$ cat config.mk
export PLATFORM = sky130hd
export DESIGN_NAME = pc_fetch
export DESIGN_NICKNAME = d
export VERILOG_FILES = /design/src/rtl/pc_fetch.sv
export SDC_FILE = /design/constraint.sdc
export NUM_CORES = 1
export LEC_CHECK = 0
export ABC_CLOCK_PERIOD_IN_PS = 4300
export CAP_MARGIN = 5
export CORE_MARGIN = 1.5
export CORE_UTILIZATION = 45
export CTS_CLUSTER_DIAMETER = 50
export DETAILED_ROUTE_END_ITERATION = 8
export PLACE_DENSITY = 0.83
export RECOVER_POWER = 25
export SYNTH_ARGS = -nofsm -noshare
export SYNTH_HDL_FRONTEND = slang
export SYNTH_SLANG_ARGS = --single-unit
$ cat constraint.sdc
create_clock -name clk -period 4.3 [get_ports clk]
set_input_delay 0.43 -clock clk [delete_from_list [all_inputs] [get_ports clk]]
set_output_delay 0.43 -clock clk [all_outputs]
set_load 0.005 [all_outputs]
$ cat src/rtl/pc_fetch.sv
// -----------------------------------------------------------------------------
// pc_fetch : instruction-fetch stage of the single-issue MIPS core.
//
// Holds the program counter, requests one instruction word at a time from
// instruction memory over a req/ready handshake, latches the returned word for
// the decoder and computes the next PC from the decoder's branch/jump controls.
//
// Ports
//   clk, rst_n          core clock (rising edge), asynchronous active-low reset
//   imem_req/addr       fetch request and word-aligned address (= pc)
//   imem_ready/rdata    memory response, sampled only while fetching
//   instr, op_c, funct  latched instruction and its decoder fields
//   instr_valid         instr is in execute this cycle
//   pc, pc_plus4        current instruction address and its link value
//   stall               hold the current instruction in execute
//   beq,bne,j_c,jr_c    decoder controls; zero = ALU equality flag
//   jr_target           rs value for jr
//   misalign_err        sticky: a misaligned jr target was taken
//   fetch_err           sticky: fetch watchdog expired
//
// Build option
//   FETCH_TIMEOUT_EN    when defined, a watchdog counts cycles spent waiting in
//                       FETCH; after TIMEOUT_CYCLES cycles without imem_ready it
//                       sets fetch_err, drops imem_req for one cycle and then
//                       re-requests the same pc. Otherwise FETCH waits forever
//                       and fetch_err is tied low.
// -----------------------------------------------------------------------------
module pc_fetch #(
  parameter logic [31:0] RESET_PC       = 32'h0000_0000,
  parameter int          TIMEOUT_CYCLES = 16
) (
  input  logic        clk,
  input  logic        rst_n,
  output logic        imem_req,
  output logic [31:0] imem_addr,
  input  logic        imem_ready,
  input  logic [31:0] imem_rdata,
  output logic [31:0] instr,
  output logic [5:0]  op_c,
  output logic [5:0]  funct,
  output logic        instr_valid,
  output logic [31:0] pc,
  output logic [31:0] pc_plus4,
  input  logic        stall,
  input  logic        beq,
  input  logic        bne,
  input  logic        j_c,
  input  logic        jr_c,
  input  logic        zero,
  input  logic [31:0] jr_target,
  output logic        misalign_err,
  output logic        fetch_err
);

  typedef enum logic [1:0] {
    IDLE  = 2'd0,
    FETCH = 2'd1,
    EXEC  = 2'd2
  } state_e;

  state_e      state_q, state_d;
  logic [31:0] pc_q, pc_d;
  logic [31:0] instr_q, instr_d;
  logic        misalign_q, misalign_d;
  logic [31:0] pc_plus4_w;
  logic [31:0] next_pc;
  logic        br_taken;
  logic [31:0] br_offset;

`ifdef FETCH_TIMEOUT_EN
  localparam int CW = (TIMEOUT_CYCLES > 1) ? $clog2(TIMEOUT_CYCLES) : 1;
  logic [CW-1:0] cnt_q, cnt_d;
  logic          drop_q, drop_d;
  logic          ferr_q, ferr_d;
`endif

  assign pc_plus4_w = pc_q + 32'd4;

  // Branch offset: sign-extended word offset relative to pc+4.
  assign br_offset = {{14{instr_q[15]}}, instr_q[15:0], 2'b00};
  assign br_taken  = (beq & zero) | (bne & ~zero);

  always_comb begin
    next_pc = pc_plus4_w;
    if (jr_c) begin
      next_pc = {jr_target[31:2], 2'b00};
    end else if (j_c) begin
      next_pc = {pc_plus4_w[31:28], instr_q[25:0], 2'b00};
    end else if (br_taken) begin
      next_pc = pc_plus4_w + br_offset;
    end
  end

  always_comb begin
    state_d    = state_q;
    pc_d       = pc_q;
    instr_d    = instr_q;
    misalign_d = misalign_q;
`ifdef FETCH_TIMEOUT_EN
    cnt_d      = cnt_q;
    drop_d     = 1'b0;
    ferr_d     = ferr_q;
`endif
    case (state_q)
      IDLE: begin
        state_d = FETCH;
`ifdef FETCH_TIMEOUT_EN
        cnt_d   = '0;
`endif
      end
      FETCH: begin
`ifdef FETCH_TIMEOUT_EN
        // The dropped-request cycle ignores ready; counting restarts after it.
        if (drop_q) begin
          cnt_d = '0;
        end else if (imem_ready) begin
          instr_d = imem_rdata;
          state_d = EXEC;
        end else if (cnt_q == CW'(TIMEOUT_CYCLES - 1)) begin
          ferr_d = 1'b1;
          drop_d = 1'b1;
          cnt_d  = '0;
        end else begin
          cnt_d = cnt_q + CW'(1);
        end
`else
        if (imem_ready) begin
          instr_d = imem_rdata;
          state_d = EXEC;
        end
`endif
      end
      EXEC: begin
        // While stalled everything is held and the controls are ignored.
        if (!stall) begin
          pc_d    = next_pc;
          state_d = FETCH;
          if (jr_c && (jr_target[1:0] != 2'b00)) begin
            misalign_d = 1'b1;
          end
`ifdef FETCH_TIMEOUT_EN
          cnt_d = '0;
`endif
        end
      end
      default: begin
        state_d = IDLE;
      end
    endcase
  end

  always_ff @(posedge clk or negedge rst_n) begin
    if (!rst_n) begin
      state_q    <= IDLE;
      pc_q       <= RESET_PC;
      instr_q    <= '0;
      misalign_q <= 1'b0;
    end else begin
      state_q    <= state_d;
      pc_q       <= pc_d;
      instr_q    <= instr_d;
      misalign_q <= misalign_d;
    end
  end

`ifdef FETCH_TIMEOUT_EN
  always_ff @(posedge clk or negedge rst_n) begin
    if (!rst_n) begin
      cnt_q  <= '0;
      drop_q <= 1'b0;
      ferr_q <= 1'b0;
    end else begin
      cnt_q  <= cnt_d;
      drop_q <= drop_d;
      ferr_q <= ferr_d;
    end
  end

  assign imem_req  = (state_q == FETCH) && !drop_q;
  assign fetch_err = ferr_q;
`else
  assign imem_req  = (state_q == FETCH);
  assign fetch_err = 1'b0;
`endif

  assign imem_addr    = pc_q;
  assign pc           = pc_q;
  assign pc_plus4     = pc_plus4_w;
  assign instr        = instr_q;
  assign op_c         = instr_q[31:26];
  assign funct        = instr_q[5:0];
  assign instr_valid  = (state_q == EXEC);
  assign misalign_err = misalign_q;

endmodule

==> flow_summary.yaml, run 1 <==
synthesis:
  yosysTopAreaCellShare_pct: 28.7
  synth_top_area_cell: "dfrtp_1"
  synthDistinctLibCells: 65
  synthTopCellsByArea: "dfrtp_1 (29%), ha_1 (8.0%), mux2_2 (6.8%)"
  synth_top_family_by_area: "compound AO/OA/AOI/OAI gates"
  ys_warn_count: 0
  yosys.area_share.adder_pct: 8.31
  seq_area_frac_synth_pct: 28.7
  async_flop_share_pct: 100
  syn_area_per_cell_um2: 8.43
  syn_area_um2: 5660
  synth_simple_gate_area_share_pct: 17.2
  synth_ff_type: "dfrtp_1"
  ys_seq_elements: 65
  netlist_instances: 671
  synth-edff-count: 0
  synth_compound_area_share_pct: 21.7
  synth-xor-area-share_pct: 7.59
  synth_mux_area_share_pct: 7.30
global_route:
  antenna_found_initial: 0
  grt_start_max_net_pins: 35
  grt_overflow: 0
  grt.total_usage_pct: 29.3
  grt_pass1_vias: 5658
  grt_pass1_wl_um: 29900
setup_path:
  cpMaxStageDelayCell: "dfrtp_1"
  cp_cell_sequence: "ha_1 -> nand4_1 -> buf_4 -> nor2_1 -> nand3_1 -> xnor2_1 -> ha_1 -> and3_2 -> and2_1 -> a221oi_2 -> o21ai_2 -> a2111oi_4 -> nor4_2 -> o41ai_4 -> mux2i_1 -> o21a_1"
  arrival_ps: 4280
  start_kind: "register"
  slowest_delay_ps: 430
  crit_required_ps: 4600
  cp_max_fo: 6
  path_common_cell: "ha_1"
  endpoint_kind: "register"
  path_class: "register to register"
  cp_top_family: "compound AO/OA/AOI/OAI gates"
  path_buf_inv: 1
clocking:
  cts_buffer_depth: 2
  cts_buffers: 9
  clk_pin_slew_worst_paths_ps: 60
  cts_tree: "yes"
  htree_levels: 3
  cts_hold_buf: 0
  worstSkewPairLatency_ps: 350
  clkSinkCount: 65
  clockRootBuffer: "clkbuf_16"
floorplan:
  fp.dieH_um: 115
  ios: 217
  die_w_um: 115
  coreArea_um2: 12200
  dieArea_um2: 13300
  start_util_pct: 46.5
  row_count: 40
sta:
  fmaxAchievable_mhz: 251
  hold_viol: 0
  setup_violations: 0
  worst_slew_pin_slew_ps: 1970
  slew_headroom_pct: -31.4
  holdWs_ps: 485
  finalSetupTns_ps: 0
  min_period_ps: 3990
  setup_slack_ps: 311
  finalCritPeriodShare_pct: 92.8
  slew_violations: 102
  skew_ps: 9.02
  rsz0062_at_grt: "no"
route:
  wire_per_inst_um: 18.8
  drt-total-wl_um: 19000
  vias: 5771
  drt-initial-drc-count: 370
  drt-pass1-iter-count: 5
  antenna_left: 0
  vias_per_cell: 5.71
  drc_errors: 0
power:
  powerDensity_nw_per_um2: 894
  leakage_uw: 0.00338
  power.total_uw: 7150
  peakVddDrop_uv: 452
final_layout:
  drive_gt1_share_pct: 10.2
  layout_common_cells: "clkdlybuf4s50_1 (207), nand2_1 (75), dfrtp_1 (65), nor2_1 (59), a21oi_1 (56)"
  nets: 949
  area_growth_pct: 41.4
  postLayoutCoreUtil_pct: 65.8
  n_antenna_cell: 0
  layout_commonest_cell: "clkdlybuf4s50_1"
place:
  gp_congestion: 0.927
  post-place-ws_ps: 237
  hpwl_um: 14100
  portBuffers: 209
run_status:
  violations: "max-capacitance violations, max-slew violations"
  status: "complete, but fails checks"
hold_path:
  hp-class: "register to register"
run:
  maxCapViolCount: 3
## registers in the layout (all words and copies together) (netlist names)
signal	cells
misalign_err	1
state_q	2
instr	32
imem_addr	30
## Yosys cell counts, types with 2 or more instances
library cell	number
a221o_1	2
nand2_1	75
nor4_2	2
xnor2_1	26
dfrtp_1	65
nand4_1	9
o21ai_0	33
clkbuf_1	26
nand3b_1	2
nand3_1	20
ha_1	36
o211ai_1	6
nor3_1	10
mux2i_1	3
a21oi_1	56
o311ai_0	3
a221oi_1	4
o21a_1	3
a31oi_1	8
a211oi_1	8
o21bai_1	6
o211a_1	2
o21ai_2	2
or2_2	2
inv_1	12
clkinv_1	2
a311oi_1	4
nor2_1	59
a21o_2	2
o221ai_1	2
nor2b_1	5
nand2b_1	4
a21o_1	16
buf_4	49
o22ai_1	8
and3_1	13
xor2_1	23
mux2_2	34
and2_1	3
## metrics by stage
step,instance area [um^2],std cells
global route,8000,1011
detailed placement,7630,994
CTS,7960,1009
global placement,7630,994
finish,8000,1011
floorplan,5680,677
## worst register-to-register path: stages, from the launching register on
cell	delay (ps)
dfrtp_1	430
ha_1	250
nand4_1	110
buf_4	180
nor2_1	210
nand3_1	130
xnor2_1	270
ha_1	350
and3_2	250
and2_1	160
a221oi_2	220
o21ai_2	150
a2111oi_4	430
nor4_2	110
o41ai_4	310
mux2i_1	210
o21a_1	130
## cell type report
cell class                 instances  area [um^2]
inverter                          14         52.6
multi-input combinational        523         3570
tap                              168          210
clock inverter                     4         76.3
clock buffer                      11          253
fill                            1002         4160
timing repair buffer             226         2210
sequential                        65         1630
## report_power, final
part	switching [uW]	internal, uW
logic	2290	2600
clock network	290	536
registers	514	916
total	3090	4060
## logic make-up (layout without fill, tap and decap cells)
family          count (synthesis)  in the layout
mux                            37             37
buf+inv                        89            255
fa+ha+maj                      37             37
xor+xnor                       49             49
compound gates                182            182
other cells                     1              7
flops                          65             65
simple gates                  211            211
## worst paths after layout
check / from / endpoint / slack [ps] / cells past startpoint
max in group asynchronous: rst_n / instr[12] / 1290 / 2
max reg2reg: imem_addr[2] / imem_addr[28] / 310 / 16
min in group asynchronous: rst_n / instr[28] / 610 / 1
min reg2reg: misalign_err / misalign_err / 490 / 1
max: imem_addr[2] / imem_addr[28] / 310 / 16
min: misalign_err / misalign_err / 490 / 1
## repair_timing
item                                    CTS  global route
endpoints found under the setup margin    0             6
buffers inserted                          0             2
endpoints found under the hold margin     0             0
gates resized for setup                   0             5
## metal layers
layer | vias to the layer above | wire length [um] | GRT usage (%)
met5 | - | 0 | 0
met4 | 0 | 424 | 12.1
met3 | 35 | 1900 | 8.54
met2 | 320 | 8880 | 47.4
met1 | 2719 | 7820 | 36.6
li1 | 2697 | - | -
Power figures use the tool's default switching activity.
==> inputs of run 2 (changes only) <==
--- a/config.mk
+++ b/config.mk
@@ -5,13 +5,14 @@
 export SDC_FILE = /design/constraint.sdc
 export NUM_CORES = 1
 export LEC_CHECK = 0
+export ABC_AREA = 1
 export ABC_CLOCK_PERIOD_IN_PS = 4300
 export CAP_MARGIN = 5
 export CORE_MARGIN = 1.5
-export CORE_UTILIZATION = 45
+export CORE_UTILIZATION = 48
 export CTS_CLUSTER_DIAMETER = 50
 export DETAILED_ROUTE_END_ITERATION = 8
-export PLACE_DENSITY = 0.83
+export PLACE_DENSITY = 0.84
 export RECOVER_POWER = 25
 export SYNTH_ARGS = -nofsm -noshare
 export SYNTH_HDL_FRONTEND = slang
==> flow_summary.yaml, run 2 <==
run_status:
  status: "complete, but fails checks"
  violations: "max-capacitance violations, max-slew violations"
setup_path:
  arrival_ps: 3790
  slowest_delay_ps: 420
  path_class: "register to register"
  start_kind: "register"
  crit_required_ps: 4520
  cp_cell_sequence: "ha_1 -> inv_1 -> nor3_2 -> inv_2 -> nor2_1 -> xor2_1 -> ha_1 -> nand2_1 -> nor2_1 -> inv_1 -> nor2_1 -> nand4_1 -> nand4_1 -> nand3_1 -> nand2_1 -> nand2_1 -> nand2_1 -> nand2_1"
  cp_max_fo: 5
  crit_cells: 18
  path_buf_inv: 3
  path_common_cell: "nand2_1"
  cpMaxStageDelayCell: "dfrtp_1"
  r2r_cells: 18
  cp_top_family: "simple AND/OR/NAND/NOR gates"
  endpoint_kind: "register"
place:
  post-place-ws_ps: 872
  gp_congestion: 1.03
  hpwl_um: 19100
  portBuffers: 209
power:
  power.total_uw: 7720
  powerDensity_nw_per_um2: 851
  leakage_uw: 0.00459
  peakVddDrop_uv: 456
floorplan:
  coreArea_um2: 13900
  die_w_um: 122
  row_count: 43
  start_util_pct: 49.0
  fp.dieH_um: 122
  ios: 217
  dieArea_um2: 14900
synthesis:
  netlist_instances: 1080
  yosys-top-cells-count: "nand2_1 (358), inv_1 (146), nor2_1 (116), dfrtp_1 (65), nand3_1 (59)"
  synth_ff_type: "dfrtp_1"
  syn_area_per_cell_um2: 6.30
  synthDistinctLibCells: 45
  synth.most_common_cell: "nand2_1"
  syn_area_um2: 6800
  async_flop_share_pct: 100
  yosysTopAreaCellShare_pct: 23.9
  synth-edff-count: 0
  ys_warn_count: 0
  synth_top_area_cell: "dfrtp_1"
  seq_area_frac_synth_pct: 23.9
  synthTopCellsByArea: "dfrtp_1 (24%), nand2_1 (20%), inv_1 (8.1%)"
  ys_seq_elements: 65
global_route:
  grt.total_usage_pct: 32.5
  antenna_found_initial: 0
  grt_overflow: 0
  grt_pass1_vias: 6984
  grt_start_max_net_pins: 34
  grt_pass1_wl_um: 37100
clocking:
  cts_tree: "yes"
  clk_pin_slew_worst_paths_ps: 60
  cts_buffer_depth: 2
  htree_levels: 3
  cts_hold_buf: 0
  cts_buffers: 9
  ctsResizeCount: 0
  worstSkewPairLatency_ps: 340
  clockRootBuffer: "clkbuf_16"
  cts_setup_buffers: 0
  clkSinkCount: 65
route:
  vias: 7657
  drc_errors: 0
  wire_per_inst_um: 16.4
  drt-pass1-iter-count: 6
  antenna_left: 0
  drt-total-wl_um: 23500
  vias_per_cell: 5.35
  drt-initial-drc-count: 991
sta:
  slew_violations: 68
  setup_violations: 0
  skew_ps: 13.4
  finalSetupTns_ps: 0
  holdWs_ps: 469
  worst_slew_pin_slew_ps: 1830
  fmaxAchievable_mhz: 280
  rsz0062_at_grt: "no"
  min_period_ps: 3570
  setup_slack_ps: 733
  slew_headroom_pct: -21.8
  hold_viol: 0
  finalCritPeriodShare_pct: 83.0
hold_path:
  hp-class: "register to register"
  min_path_cells: 1
final_layout:
  drive_gt1_share_pct: 6.79
  area_growth_pct: 33.3
  largest_register_ff_count: 32
  layout_commonest_cell: "nand2_1"
  n_antenna_cell: 0
  fillers: 1225
  layout_common_cells: "nand2_1 (358), clkdlybuf4s50_1 (208), inv_1 (146), nor2_1 (116), dfrtp_1 (65)"
  nets: 1356
run:
  maxCapViolCount: 2
[run 2: path summary, 6_finish.rpt]
check / startpoint / end / slack (ps)
min reg2reg: misalign_err / misalign_err / 470
min in group asynchronous: rst_n / instr[5] / 580
max in group asynchronous: rst_n / imem_addr[24] / 1240
min: misalign_err / misalign_err / 470
max reg2reg: imem_addr[2] / imem_addr[22] / 730
max: imem_addr[2] / imem_addr[22] / 730
[run 2: metal layers]
| metal | wire [um] | GRT usage, % |
|---|---|---|
| met1 | 9800 | 43.1 |
| met2 | 10800 | 52.0 |
| met3 | 2380 | 8.75 |
| met4 | 583 | 9.30 |
| met5 | 0 | 0 |
[run 2: layout make-up]
type	instances	area, um^2	share of cell area (%)
multi-input combinational	802	4150	45.8
sequential	65	1630	17.9
clock buffer	9	225	2.48
inverter	148	556	6.12
tap	180	225	2.48
timing repair buffer	220	2160	23.9
clock inverter	7	124	1.37
[run 2: kinds of logic (layout without fill, tap and decap cells)]
| family | after synthesis | after routing | synth area share (%) |
|---|---|---|---|
| compound gates | 116 | 116 | 9.38 |
| xor+xnor | 23 | 23 | 3.18 |
| fa+ha+maj | 37 | 37 | 6.91 |
| buf+inv | 219 | 384 | 15.4 |
| flops | 65 | 65 | 23.9 |
| mux | 30 | 30 | 4.97 |
| other cells | 1 | 7 | 0.0551 |
| simple gates | 589 | 589 | 36.2 |
[run 2: power by group]
| group | internal [uW] | switching, uW |
|---|---|---|
| Clock | 571 | 299 |
| Combinational | 2470 | 2920 |
| Sequential | 911 | 548 |
[run 2: metrics by stage]
stage	cell area, um^2	utilization (%)	cells
4_1_cts	9080	65.4	1431
5_1_grt	9070	65.4	1431
3_5_place_dp	8730	62.9	1415
6_report	9070	65.4	1431
3_3_place_gp	8730	62.9	1415
2_1_floorplan	6830	-	1086
==> inputs of run 3 (changes only) <==
--- a/config.mk
+++ b/config.mk
@@ -6,7 +6,7 @@
 export NUM_CORES = 1
 export LEC_CHECK = 0
 export ABC_AREA = 1
-export ABC_CLOCK_PERIOD_IN_PS = 4300
+export ABC_CLOCK_PERIOD_IN_PS = 3470
 export CAP_MARGIN = 5
 export CORE_MARGIN = 1.5
 export CORE_UTILIZATION = 48
==> constraint.sdc (replaced) <==
create_clock -name clk -period 3.47 [get_ports clk]
set_input_delay 0.347 -clock clk [delete_from_list [all_inputs] [get_ports clk]]
set_output_delay 0.347 -clock clk [all_outputs]
set_load 0.005 [all_outputs]
==> flow_summary.yaml, run 3 (same netlist as run 2, synthesis figures left out) <==
final_layout:
  postLayoutCoreUtil_pct: 66.2
  fin_area_um2: 9200
  layout_commonest_cell: "nand2_1"
  fillers: 1225
  nets: 1371
  area_growth_pct: 35.1
  n_antenna_cell: 0
  drive_gt1_share_pct: 9.41
  layout_common_cells: "nand2_1 (356), clkdlybuf4s50_1 (208), inv_1 (146), nor2_1 (108), dfrtp_1 (64)"
  largest_register_ff_count: 32
  finalNonFillerCells: 1445
place:
  placed_area_um2: 8840
  hpwl_um: 19900
  portBuffers: 209
  gp_congestion: 0.994
  post-place-ws_ps: -12.0
  place_inst: 1430
sta:
  finalCritPeriodShare_pct: 94.2
  worst_slew_pin_slew_ps: 1910
  fmaxAchievable_mhz: 306
  slew_headroom_pct: -27.5
  skew_ps: 4.42
  setup_violations: 0
  min_period_ps: 3270
  setup_slack_ps: 203
  slew_violations: 38
  hold_viol: 0
  rsz0062_at_grt: "yes"
  holdWs_ps: 490
power:
  peakVddDrop_uv: 575
  powerDensity_nw_per_um2: 1050
  leakage_uw: 0.00464
route:
  wl_met1_um: 10500
  vias_per_cell: 5.31
  highest_layer: "met4"
  antenna_left: 0
  drt-initial-drc-count: 675
  drt-pass1-iter-count: 6
  vias: 7667
  route.met3.wl_um: 2310
  drc_errors: 0
  drt-total-wl_um: 24600
  wire_per_inst_um: 17.0
  met2_length_um: 11200
clocking:
  worstSkewPairLatency_ps: 340
  clkSinkCount: 65
  cts_buffers: 9
  cts_tree: "yes"
  clockRootBuffer: "clkbuf_16"
  cts_buffer_depth: 2
  cts_setup_buffers: 0
  htree_levels: 3
  cts_hold_buf: 0
  clk_pin_slew_worst_paths_ps: 60
hold_path:
  min_to: "misalign_err"
  hold_start: "misalign_err"
  min_path_cells: 1
  hp-class: "register to register"
floorplan:
  coreArea_um2: 13900
  fp.dieH_um: 122
  dieArea_um2: 14900
  ios: 217
  row_count: 43
  die_w_um: 122
  start_util_pct: 49.0
setup_path:
  path_common_cell: "nand2_1"
  cp_cell_sequence: "ha_2 -> inv_1 -> nor3_2 -> inv_2 -> nor2_1 -> xor2_1 -> ha_1 -> nand2_1 -> nor2_2 -> inv_1 -> nor2_2 -> nand4_1 -> nand4_1 -> nand3_1 -> nand2_1 -> nand2_1 -> nand2_1 -> nand2_1"
  r2r_cells: 18
  path_class: "register to register"
  arrival_ps: 3500
  start_kind: "register"
  endpoint_kind: "register"
  r2r_slack_ps: 200
  slowest_delay_ps: 410
  r2r-start: "imem_addr[3]"
  cpMaxStageDelayCell: "dfrtp_1"
  cp_max_fo: 5
  crit_required_ps: 3700
  r2r_end: "imem_addr[22]"
global_route:
  grt_start_max_net_pins: 38
  grt_pass1_vias: 7289
  antenna_found_initial: 0
  grt.total_usage_pct: 33.6
  grt_overflow: 0
  grt_pass1_wl_um: 38100
run_status:
  violations: "max-capacitance violations, max-slew violations"
  status: "complete, but fails checks"
run:
  maxCapViolCount: 1
==> run 3: changes by cell type in the layout (fill, tap and decap cells not counted), sizes merged <==
cell    delta
buf       +14
bufinv     -3
clkbuf     +2
clkinv     +2
inv        -1
==> run 3: report_power, final <==
group | total (uW) | leakage, uW | internal [uW] | switching (uW)
clock network | 849 | 0.000135 | 497 | 352
registers | 1770 | 0.000778 | 1130 | 641
logic | 6990 | 0.00373 | 3210 | 3780
total | 9610 | 0.00464 | 4840 | 4770
==> run 3: area by class of cell <==
cell class	instances	area, um^2	share of cell area (%)
Multi-Input combinational cell	802	4240	46.1
Inverter	148	556	6.04
Sequential cell	65	1630	17.7
Tap cell	180	225	2.45
Clock buffer	10	239	2.60
Timing Repair Buffer	235	2270	24.7
Clock inverter	5	31.3	0.340
==> run 3: how the worst max path moves through the flow <==
| stage | from | endpoint | slack, ps | depth (start not counted) |
|---|---|---|---|---|
| finish | imem_addr[3] | imem_addr[22] | 200 | 18 |
| global route | imem_addr[3] | imem_addr[22] | -50 | 18 |
| CTS | imem_addr[2] | imem_addr[14] | 30 | 18 |
| detailed placement | imem_addr[2] | imem_addr[22] | -10 | 18 |
| global placement | imem_addr[2] | imem_addr[19] | 30 | 17 |
| floorplan | imem_addr[2] | imem_addr[22] | 800 | 18 |
==> run 3: critical path: cells and delay by family (launching register included) <==
family	cells	cell delay (ps)
and+or+nand+nor	12	1800
adders and majority gates	2	610
DFF	1	410
buffers and inverters	3	260
xor gates and xnor gates	1	100
==> run 3: timing repair <==
action                                  CTS  global route
hold endpoints to repair                  0             0
endpoints found under the setup margin    1            22
resized for setup                         1            26
==> run 3: stage by stage <==
step / TNS (ps) / total power, uW
final: 0 / 9610
after detailed placement: -12.0 / 8480
after floorplan: 0 / 5730
after CTS: 0 / 9400
after global routing: -53.3 / 10400
after global placement: 0 / 8410
==> run 3: metal layers <==
layer	global-route usage, %	vias up
met5	0	-
met4	10.4	0
met3	8.33	42
met2	53.7	374
met1	44.9	3539
li1	-	3712
